==> src/rtl/tank_key_control_pkg.sv <==
// Shared types, key codes and direction helpers for the tank keyboard front end.
// The file name follows the block, the package keeps the battle_pkg name used across the game.
package battle_pkg;

   typedef enum logic [2:0] {
      DIR_NONE,
      DIR_UP,
      DIR_DOWN,
      DIR_LEFT,
      DIR_RIGHT
   } dir_t;

   localparam logic [8:0] KEY_UP_CODE    = 9'h175;
   localparam logic [8:0] KEY_DOWN_CODE  = 9'h172;
   localparam logic [8:0] KEY_LEFT_CODE  = 9'h16B;
   localparam logic [8:0] KEY_RIGHT_CODE = 9'h174;
   localparam logic [8:0] KEY_FIRE_CODE  = 9'h029;

   // Bit order matches the movement stage: 0=down, 1=up, 2=left, 3=right.
   function automatic logic [3:0] dir_to_onehot(dir_t dir);
      logic [3:0] bits;
      bits = 4'b0000;
      case (dir)
         DIR_DOWN:  bits = 4'b0001;
         DIR_UP:    bits = 4'b0010;
         DIR_LEFT:  bits = 4'b0100;
         DIR_RIGHT: bits = 4'b1000;
         default:   bits = 4'b0000;
      endcase
      return bits;
   endfunction

   function automatic logic [1:0] dir_to_facing(dir_t dir);
      logic [1:0] code;
      code = 2'd0;
      case (dir)
         DIR_UP:    code = 2'd0;
         DIR_DOWN:  code = 2'd1;
         DIR_LEFT:  code = 2'd2;
         DIR_RIGHT: code = 2'd3;
         default:   code = 2'd0;
      endcase
      return code;
   endfunction

endpackage

==> src/rtl/tank_key_control_if.sv <==
// Keyboard event bundle between the keyboard decoder (master) and the tank key control (slave).
interface tank_key_control_if;
   logic [8:0] keyCode;
   logic       make;
   logic       brakee;
   logic       startOfFrame;
   logic       collision;
   logic [3:0] inputKeyPressed;
   logic [1:0] facing;
   logic       firePulse;

   modport master (
      output keyCode, make, brakee, startOfFrame, collision,
      input  inputKeyPressed, facing, firePulse
   );

   modport slave (
      input  keyCode, make, brakee, startOfFrame, collision,
      output inputKeyPressed, facing, firePulse
   );
endinterface

==> src/rtl/tank_key_control_fire_cooldown.sv <==
// Rate limiter for the fire key: one shot, then a frame-counted cooldown during which
// further requests are dropped rather than queued.
module fire_cooldown #(
   parameter int COOLDOWN_FRAMES = 15
) (
   input  logic clk,
   input  logic resetN,
   input  logic startOfFrame,
   input  logic fireReq,
   output logic firePulse
);

   localparam logic [7:0] RELOAD = 8'(COOLDOWN_FRAMES);

   logic [7:0] count_q;
   logic       shoot;

   // A request landing on the frame tick that empties the counter still sees it nonzero and is dropped.
   assign shoot = fireReq && (count_q == 8'd0);

   always_ff @(posedge clk or negedge resetN) begin
      if (!resetN) begin
         count_q   <= 8'd0;
         firePulse <= 1'b0;
      end else begin
         firePulse <= shoot;
         if (shoot) begin
            count_q <= RELOAD;
         end else if (startOfFrame && (count_q != 8'd0)) begin
            count_q <= count_q - 8'd1;
         end
      end
   end

endmodule

==> src/rtl/tank_key_control.sv <==
// Turns arrow make/break events into a one-hot direction, a facing code and a rate-limited fire pulse.
// Optional feature macro: COLLISION_BLOCK_EN masks the direction the tank just collided in.
module tank_key_control
   import battle_pkg::*;
#(
   parameter logic [8:0] KEY_UP               = KEY_UP_CODE,
   parameter logic [8:0] KEY_DOWN             = KEY_DOWN_CODE,
   parameter logic [8:0] KEY_LEFT             = KEY_LEFT_CODE,
   parameter logic [8:0] KEY_RIGHT            = KEY_RIGHT_CODE,
   parameter logic [8:0] KEY_FIRE             = KEY_FIRE_CODE,
   parameter int         FIRE_COOLDOWN_FRAMES = 15
) (
   input logic              clk,
   input logic              resetN,
   tank_key_control_if.slave kb
);

   logic       ev_make;
   logic       ev_brk;
   dir_t       key_dir;
   logic [3:0] key_mask;
   logic [3:0] held_q;
   logic [3:0] held_d;
   dir_t       state_q;
   dir_t       state_d;
   logic [3:0] block_mask;
   logic [3:0] dir_q;
   logic [1:0] facing_q;
   logic       fire_pulse;

   // Simultaneous make and break on one clock is treated as noise.
   assign ev_make  = kb.make && !kb.brakee;
   assign ev_brk   = kb.brakee && !kb.make;
   assign key_mask = dir_to_onehot(key_dir);

   always_comb begin
      key_dir = DIR_NONE;
      if (kb.keyCode == KEY_UP) begin
         key_dir = DIR_UP;
      end else if (kb.keyCode == KEY_DOWN) begin
         key_dir = DIR_DOWN;
      end else if (kb.keyCode == KEY_LEFT) begin
         key_dir = DIR_LEFT;
      end else if (kb.keyCode == KEY_RIGHT) begin
         key_dir = DIR_RIGHT;
      end
   end

   // Latest press wins; releasing the active key falls back to a held key by fixed priority.
   always_comb begin
      held_d  = held_q;
      state_d = state_q;
      if (ev_make && (key_dir != DIR_NONE)) begin
         held_d  = held_q | key_mask;
         state_d = key_dir;
      end else if (ev_brk && (key_dir != DIR_NONE)) begin
         held_d = held_q & ~key_mask;
         if (key_dir == state_q) begin
            if (held_d[1]) begin
               state_d = DIR_UP;
            end else if (held_d[0]) begin
               state_d = DIR_DOWN;
            end else if (held_d[2]) begin
               state_d = DIR_LEFT;
            end else if (held_d[3]) begin
               state_d = DIR_RIGHT;
            end else begin
               state_d = DIR_NONE;
            end
         end
      end
   end

   always_ff @(posedge clk or negedge resetN) begin
      if (!resetN) begin
         held_q  <= 4'b0000;
         state_q <= DIR_NONE;
      end else begin
         held_q  <= held_d;
         state_q <= state_d;
      end
   end

`ifdef COLLISION_BLOCK_EN
   dir_t blocked_q;
   dir_t blocked_d;

   // A block only survives while the same direction stays active and its key stays down.
   always_comb begin
      blocked_d = blocked_q;
      if (state_d != state_q) begin
         blocked_d = DIR_NONE;
      end
      if (ev_brk && (key_dir != DIR_NONE) && (key_dir == blocked_q)) begin
         blocked_d = DIR_NONE;
      end
      if (kb.collision && (state_q != DIR_NONE) && (state_d == state_q)) begin
         blocked_d = state_q;
      end
   end

   always_ff @(posedge clk or negedge resetN) begin
      if (!resetN) begin
         blocked_q <= DIR_NONE;
      end else begin
         blocked_q <= blocked_d;
      end
   end

   assign block_mask = dir_to_onehot(blocked_d);
`else
   logic unused_collision;
   assign unused_collision = kb.collision;
   assign block_mask       = 4'b0000;
`endif

   always_ff @(posedge clk or negedge resetN) begin
      if (!resetN) begin
         dir_q    <= 4'b0000;
         facing_q <= 2'd0;
      end else begin
         dir_q <= dir_to_onehot(state_d) & ~block_mask;
         if (state_d != DIR_NONE) begin
            facing_q <= dir_to_facing(state_d);
         end
      end
   end

   fire_cooldown #(
      .COOLDOWN_FRAMES(FIRE_COOLDOWN_FRAMES)
   ) u_fire (
      .clk          (clk),
      .resetN       (resetN),
      .startOfFrame (kb.startOfFrame),
      .fireReq      (ev_make && (kb.keyCode == KEY_FIRE)),
      .firePulse    (fire_pulse)
   );

   assign kb.inputKeyPressed = dir_q;
   assign kb.facing          = facing_q;
   assign kb.firePulse       = fire_pulse;

endmodule

==> src/flat_wrapper.sv <==
// flat-port wrapper written by rule: the top's interface ports become plain ports
module tank_key_control_flat import battle_pkg::*;
#(
   parameter logic [8:0] KEY_UP               = KEY_UP_CODE,
   parameter logic [8:0] KEY_DOWN             = KEY_DOWN_CODE,
   parameter logic [8:0] KEY_LEFT             = KEY_LEFT_CODE,
   parameter logic [8:0] KEY_RIGHT            = KEY_RIGHT_CODE,
   parameter logic [8:0] KEY_FIRE             = KEY_FIRE_CODE,
   parameter int         FIRE_COOLDOWN_FRAMES = 15
)
  (clk, resetN, kb_keyCode, kb_make, kb_brakee, kb_startOfFrame, kb_collision, kb_inputKeyPressed, kb_facing, kb_firePulse);
  tank_key_control_if kb_i ();
  input logic clk;
  input logic resetN;
  input wire logic [$bits(kb_i.keyCode)-1:0] kb_keyCode;
  input wire logic [$bits(kb_i.make)-1:0] kb_make;
  input wire logic [$bits(kb_i.brakee)-1:0] kb_brakee;
  input wire logic [$bits(kb_i.startOfFrame)-1:0] kb_startOfFrame;
  input wire logic [$bits(kb_i.collision)-1:0] kb_collision;
  output wire logic [$bits(kb_i.inputKeyPressed)-1:0] kb_inputKeyPressed;
  output wire logic [$bits(kb_i.facing)-1:0] kb_facing;
  output wire logic [$bits(kb_i.firePulse)-1:0] kb_firePulse;
  assign kb_i.keyCode = kb_keyCode;
  assign kb_i.make = kb_make;
  assign kb_i.brakee = kb_brakee;
  assign kb_i.startOfFrame = kb_startOfFrame;
  assign kb_i.collision = kb_collision;
  assign kb_inputKeyPressed = kb_i.inputKeyPressed;
  assign kb_facing = kb_i.facing;
  assign kb_firePulse = kb_i.firePulse;
  tank_key_control #(.KEY_UP(KEY_UP), .KEY_DOWN(KEY_DOWN), .KEY_LEFT(KEY_LEFT), .KEY_RIGHT(KEY_RIGHT), .KEY_FIRE(KEY_FIRE), .FIRE_COOLDOWN_FRAMES(FIRE_COOLDOWN_FRAMES)) u_core (.clk(clk), .resetN(resetN), .kb(kb_i));
endmodule
==> config.mk <==
export PLATFORM = sky130hd
export DESIGN_NAME = tank_key_control_flat
export DESIGN_NICKNAME = d
export VERILOG_FILES = /design/src/rtl/tank_key_control_pkg.sv /design/src/rtl/tank_key_control_if.sv /design/src/rtl/tank_key_control_fire_cooldown.sv /design/src/rtl/tank_key_control.sv /design/src/flat_wrapper.sv
export SDC_FILE = /design/constraint.sdc
export NUM_CORES = 1
export LEC_CHECK = 0
export BUFFER_PORTS_ARGS = -buffer_cell sky130_fd_sc_hd__buf_2
export CORE_MARGIN = 8
export CORE_UTILIZATION = 55
export CTS_BUF_LIST = sky130_fd_sc_hd__clkbuf_4
export CTS_CLUSTER_SIZE = 16
export DETAILED_ROUTE_END_ITERATION = 6
export PLACE_DENSITY = 0.88
export SLEW_MARGIN = 20
export SYNTH_ARGS = -nofsm -noshare
export SYNTH_HDL_FRONTEND = slang
export SYNTH_SLANG_ARGS = --single-unit
export TNS_END_PERCENT = 5
==> constraint.sdc <==
create_clock -name clk -period 2.2 [get_ports clk]
set_clock_uncertainty 0.05 [all_clocks]
set_input_delay 0.44 -clock clk [delete_from_list [all_inputs] [get_ports clk]]
set_output_delay 0.44 -clock clk [all_outputs]
set_load 0.02 [all_outputs]
-- Word level (Yosys, flattened, before mapping)
Index checks and enable logic that the tools add are counted.
- bits of input ports: 15
- flip-flop bits (word level): 22
- output and inout port bits: 7
- mux-type cells: 18
- bitwise gates (word level): 3
- add/sub/neg operators: 1
- reduce and logical (&&, ||, !) cells: 15
- equal/unequal tests: 14
- operator list (kind ; count):
    equality test 9 bit (second input constant) ; 4
    2-to-1 mux 3 bit ; 11
    one-hot mux 4 bit (4 select lines) ; 2
    2-to-1 mux 8 bit ; 2
    equality test 3 x 2 -> 1 bit (second input constant) ; 4
    equality test 9 x 6 -> 1 bit (second input constant) ; 1
    logical NOT 8 bit ; 1
    2-to-1 mux 4 bit ; 2
    nonzero test 8 bit ; 1
    subtractor 8 x 1 -> 8 bit (second input constant) ; 1
    logical AND 1 bit ; 7
    equality test 3 x 1 -> 1 bit (second input constant) ; 2
    equality test 3 bit (second input constant) ; 2
    one-hot mux 2 bit (3 select lines) ; 1
    nonzero test 3 bit ; 2
    AND 4 bit ; 1
    inverter 4 bit ; 1
    bitwise OR 4 bit ; 1
    nonzero test 2 bit ; 2
    equality test 3 bit ; 1
    logical NOT 1 bit ; 2

-- Logic depth before layout (Yosys ltp)
- depth after elaboration: 18
- mapped depth: 10
- gate-level depth less buffers: 9

-- Hierarchy
A second synthesis with hierarchy kept.
- cells, all modules: 149
- area total of the unflattened synthesis: 1427.6 um^2
- modules (own cells, without submodules) (module ; sequential area each (um^2) ; area each (um^2) ; cells each ; instances):
    tank_key_control ; 325.3 ; 904.6 ; 99 ; 1
    fire_cooldown ; 225.2 ; 523.0 ; 50 ; 1

-- Least setup slack after synthesis
OpenSTA, ideal clock, no wires.
- kind: input -> register
- from: in kb_keyCode[7]
- to: reg u_core.facing_q[0] (netlist: u_core.kb.facing[0])
- cell stages on the path: 9
- data arrival time: 2.056 ns
- path slack: -0.030 ns
- cell sequence: and4bb_4 > and3_1 > xnor2_1 > o2111ai_2 > nand2b_4 > o311a_4 > clkinv_4 > a21oi_1 > o31a_1
- RTL lines (item ; line ; text):
    start: declaration ; flat_wrapper.sv:15 ; input wire logic [$bits(kb_i.keyCode)-1:0] kb_keyCode;
    equality test 9 bit ; tank_key_control.sv:44 ; end else if (kb.keyCode == KEY_RIGHT) begin
    2-to-1 mux 3 bit ; tank_key_control.sv:44 ;
    2-to-1 mux 3 bit ; tank_key_control.sv:42 ; end else if (kb.keyCode == KEY_LEFT) begin
    2-to-1 mux 3 bit ; tank_key_control.sv:40 ; end else if (kb.keyCode == KEY_DOWN) begin
    2-to-1 mux 3 bit (*) ; tank_key_control.sv:38 ; if (kb.keyCode == KEY_UP) begin
    equality test 3 bit (tied with other cells) ; tank_key_control_pkg.sv:23 ; case (dir)
    one-hot mux 4 bit (4 select lines) ; tank_key_control_pkg.sv:23 ;
    inverter 4 bit ; tank_key_control.sv:57 ; held_d = held_q & ~key_mask;
    [... 2 more ...] ; -- ;
    2-to-1 mux 3 bit ; tank_key_control.sv:61 ; end else if (held_d[0]) begin
    2-to-1 mux 3 bit ; tank_key_control.sv:59 ; if (held_d[1]) begin
    2-to-1 mux 3 bit ; tank_key_control.sv:58 ; if (key_dir == state_q) begin
    2-to-1 mux 3 bit ; tank_key_control.sv:56 ; end else if (ev_brk && (key_dir != DIR_NONE)) begin
    2-to-1 mux 3 bit (*) ; tank_key_control.sv:53 ; if (ev_make && (key_dir != DIR_NONE)) begin
    net u_core.state_d[1] ; tank_key_control.sv:25 ; dir_t state_d;
    equality test 3 bit / equality test 3 x 2 -> 1 bit (equally long branches) ; tank_key_control_pkg.sv:36 ; case (dir)
    one-hot mux 2 bit (3 select lines) ; tank_key_control_pkg.sv:36 ;
    end signal: assignment ; tank_key_control.sv:124 ; facing_q <= dir_to_facing(state_d);
    end: declaration ; tank_key_control.sv:28 ; logic [1:0] facing_q;
Mark *: on every way through the listed nets, which the timed path passes. The rest lies on a longest branch.
A chain may end at the register's enable or synchronous reset.

-- Worst setup path after layout
- from: reg u_core.u_fire.count_q[3]
- to: reg u_core.u_fire.count_q[3]
- cells in the longest elaborated chain, start to end: 3
- RTL lines (item ; line ; text):
    start: declaration ; tank_key_control_fire_cooldown.sv:15 ; logic [7:0] count_q;
    start signal: assignment ; tank_key_control_fire_cooldown.sv:30 ; count_q <= count_q - 8'd1;
    subtractor 8 x 1 -> 8 bit (tied with other cells) ; tank_key_control_fire_cooldown.sv:30 ;
    2-to-1 mux 8 bit (tied with other cells) ; tank_key_control_fire_cooldown.sv:29 ; end else if (startOfFrame && (count_q != 8'd0)) begin
    2-to-1 mux 8 bit / nonzero test 2 bit (equally long branches) ; -- ;
Several ways; a longest one is shown, not always the timed one. The select of a mux whose other input is x is not followed.

==> key figures <==
Outcome
  • Outcome: complete, no violations

Yosys
  • Post-synth EDFFs: 0
  • Cells after Synth: 132
  • Synthesized area: 1270 µm²
  • Prevailing post-synth register cell: dfrtp_1
  • Register area share after synthesis: 0.4335
  • Syn Nets: 148
  • Top post-synthesis cells by area: dfrtp_1 43%, nor2_1 4.4%, o21ai_0 3.5%, xor2_1 3.4%, nand2_1 3.3%
  • Synth area leader: dfrtp_1
  • Yosys cell types: 51
  • Async set-reset flop share out of synthesis: 1.000
  • Count leader, synth: dfrtp_1
  • Commonest cells post-synth: 22 x dfrtp_1, 15 x nor2_1, 11 x nand2_1
  • Synth top area share: 0.4335
  • Ys Warns: 0
  • Yosys reg bits: 22
  • Synthesized area per cell: 9.621 µm²

Global route
  • Initial antenna violation count: 0
  • Vias in the first global route: 1194
  • Largest net degree at the start of global routing: 23
  • Global-route wire length before repair: 5023 µm
  • Total track usage: 0.1473
  • Global route overflow: 0

Drt
  • Vias per cell: 5.605
  • Iter 0 DRT Violations: 51
  • Vias: 1121
  • Initial DRT Pass Iterations: 4
  • DR WL/cell: 14.74 µm
  • Drc violations: 0
  • Routed WL: 2948 µm
  • Detail Route Antenna Nets: 0

Clocking
  • CTS Sinks: 22
  • Root Driver: clkbuf_4
  • CTS max path bufs: 2
  • CTS tree: built
  • Worst-skew pair later-pin latency: 320 ps
  • H-tree depth: 1
  • CTS clk-pin slew, worst paths: 130 ps
  • Total CTS buffers: 3
  • Hold Buf Count CTS: 0

Finish
  • Layout cells sized above 1: 0.3663
  • Nets: 189
  • # fillers: 150
  • P&R area growth vs syn: 26.60%
  • Ant diodes: 0
  • Design Area, Final: 1608 µm²
  • Post-layout util: 0.7339

Timing
  • Post-route setup slack: 99.33 ps
  • Max Clk Rate: 476.0 MHz
  • Setup_tns: 0 ps
  • Worst slew pin tran: 482.8 ps
  • Final Cycle Share: 0.9549
  • Fin. max-slew vios: 0
  • Hold violation count in the final report: 0
  • Final Critical Period: 2101 ps
  • Relative slew slack: 0.6781
  • Setup Viol. Count Final: 0

Placement
  • Setup slack at placement: -245.5 ps
  • Placed cell area: 1530 µm²
  • Routability congestion estimate: 0.8677
  • DP HPWL: 2279 µm
  • PortBufs: 20

Worst setup path
  • Worst setup SP type: flop
  • Critical Path RT: 2370 ps
  • Crit. End Element: flop
  • Worst path arrival time: 2270 ps
  • Critical-path maximum fanout: 5
  • Critical setup path kind: reg -> reg

Die
  • Initial Util: 0.5797
  • Core area: 2191 µm²
  • Total die area: 4102 µm²
  • Die H: 64.05 µm
  • Row count: 17
  • Die width: 64.05 µm
  • Number of I/O pins: 22

Worst hold path
  • HP Class: in -> async

Job
  • Max_cap viols: 0

Pwr
  • Pleak: 0.0007750 µW
  • Pwr Total: 1107 µW
  • Pwr dens: 688.6 nW/µm²
  • VDD IR-drop max: 699.1 µV
-- kinds of logic after synthesis --
group	count (synthesis)	synth area share
fa+ha+maj	1	0.009851
buf+inv	11	0.03941
mux	1	0.008866
compound gates	30	0.1793
xor+xnor	7	0.04828
simple gates	60	0.2808
flops	22	0.4335
-- cells in the final DEF (no fill, tap or decap), types with 2 or more instances in the layout --
cell / n
inv_1: 8
nand3_1: 4
a21oi_1: 4
clkbuf_4: 3
xor2_1: 5
nor2b_1: 2
o21ai_0: 9
nand2_1: 11
nand2b_4: 2
xnor2_1: 2
or4_1: 2
dfrtp_1: 22
nor2_1: 15
nand4_1: 2
buf_2: 20
nor3_1: 3
or2_2: 2
buf_4: 17
-- layer usage --
metal | track usage | wire length, µm | up-vias | part of all wire
met5 | 0 | 0 | - | 0
met3 | 0.03659 | 213 | 10 | 0.072
met4 | 0.08078 | 71 | 0 | 0.024
li1 | - | - | 548 | -
met1 | 0.1668 | 1267 | 521 | 0.43
met2 | 0.2484 | 1396 | 42 | 0.47
-- stage by stage --
stage	instances	hold slack [ps]
after floorplan	132	94.41
after global placement	196	369.8
after detailed placement	196	376.4
after CTS	200	7.025
after global routing	200	31.19
final	200	3.539
-- worst paths after layout --
kind,from,to,slack (ps),depth (start not counted)
hold / removal,resetN,u_core.kb.inputKeyPressed[1],4,1
setup / recovery,u_core.u_fire.count_q[3],u_core.u_fire.count_q[3],100,6
max in group asynchronous,resetN,asynchronous set/reset pin,1760,1
hold reg to reg,u_core.u_fire.count_q[7],u_core.u_fire.count_q[7],430,1
min in group clk,kb_make,flop,350,3
setup reg to reg,u_core.u_fire.count_q[3],u_core.u_fire.count_q[3],100,6
-- where the power goes --
group	leakage [µW]	internal, µW	switching [µW]
Combinational	0.000499	110	128
Sequential	0.000248	488	65.7
Clock	0.0000279	184	131
-- timing repair --
item                       4_1_cts  5_1_grt
gates resized for setup          0        5
buffers inserted                 0        0
setup endpoints to repair        0        6
-- worst max-delay path: stages (launching register included) --
cell,delay [ps]
dfrtp_1,450
or4_1,570
nor3_1,280
nand2b_2,220
or4_1,180
xor2_1,180
nand2_1,70
-- cell type report --
cell class / count / area [µm²] / share of cell area
multi-input combinational: 99 / 699.4 / 0.4350
timing repair buffer: 37 / 227.7 / 0.1416
tap: 28 / 35.03 / 0.02179
clock buffer: 3 / 22.52 / 0.01401
sequential: 22 / 550.5 / 0.3424
clock inverter: 1 / 30.03 / 0.01868
inverter: 10 / 42.54 / 0.02646
Power figures use the tool's default switching activity.
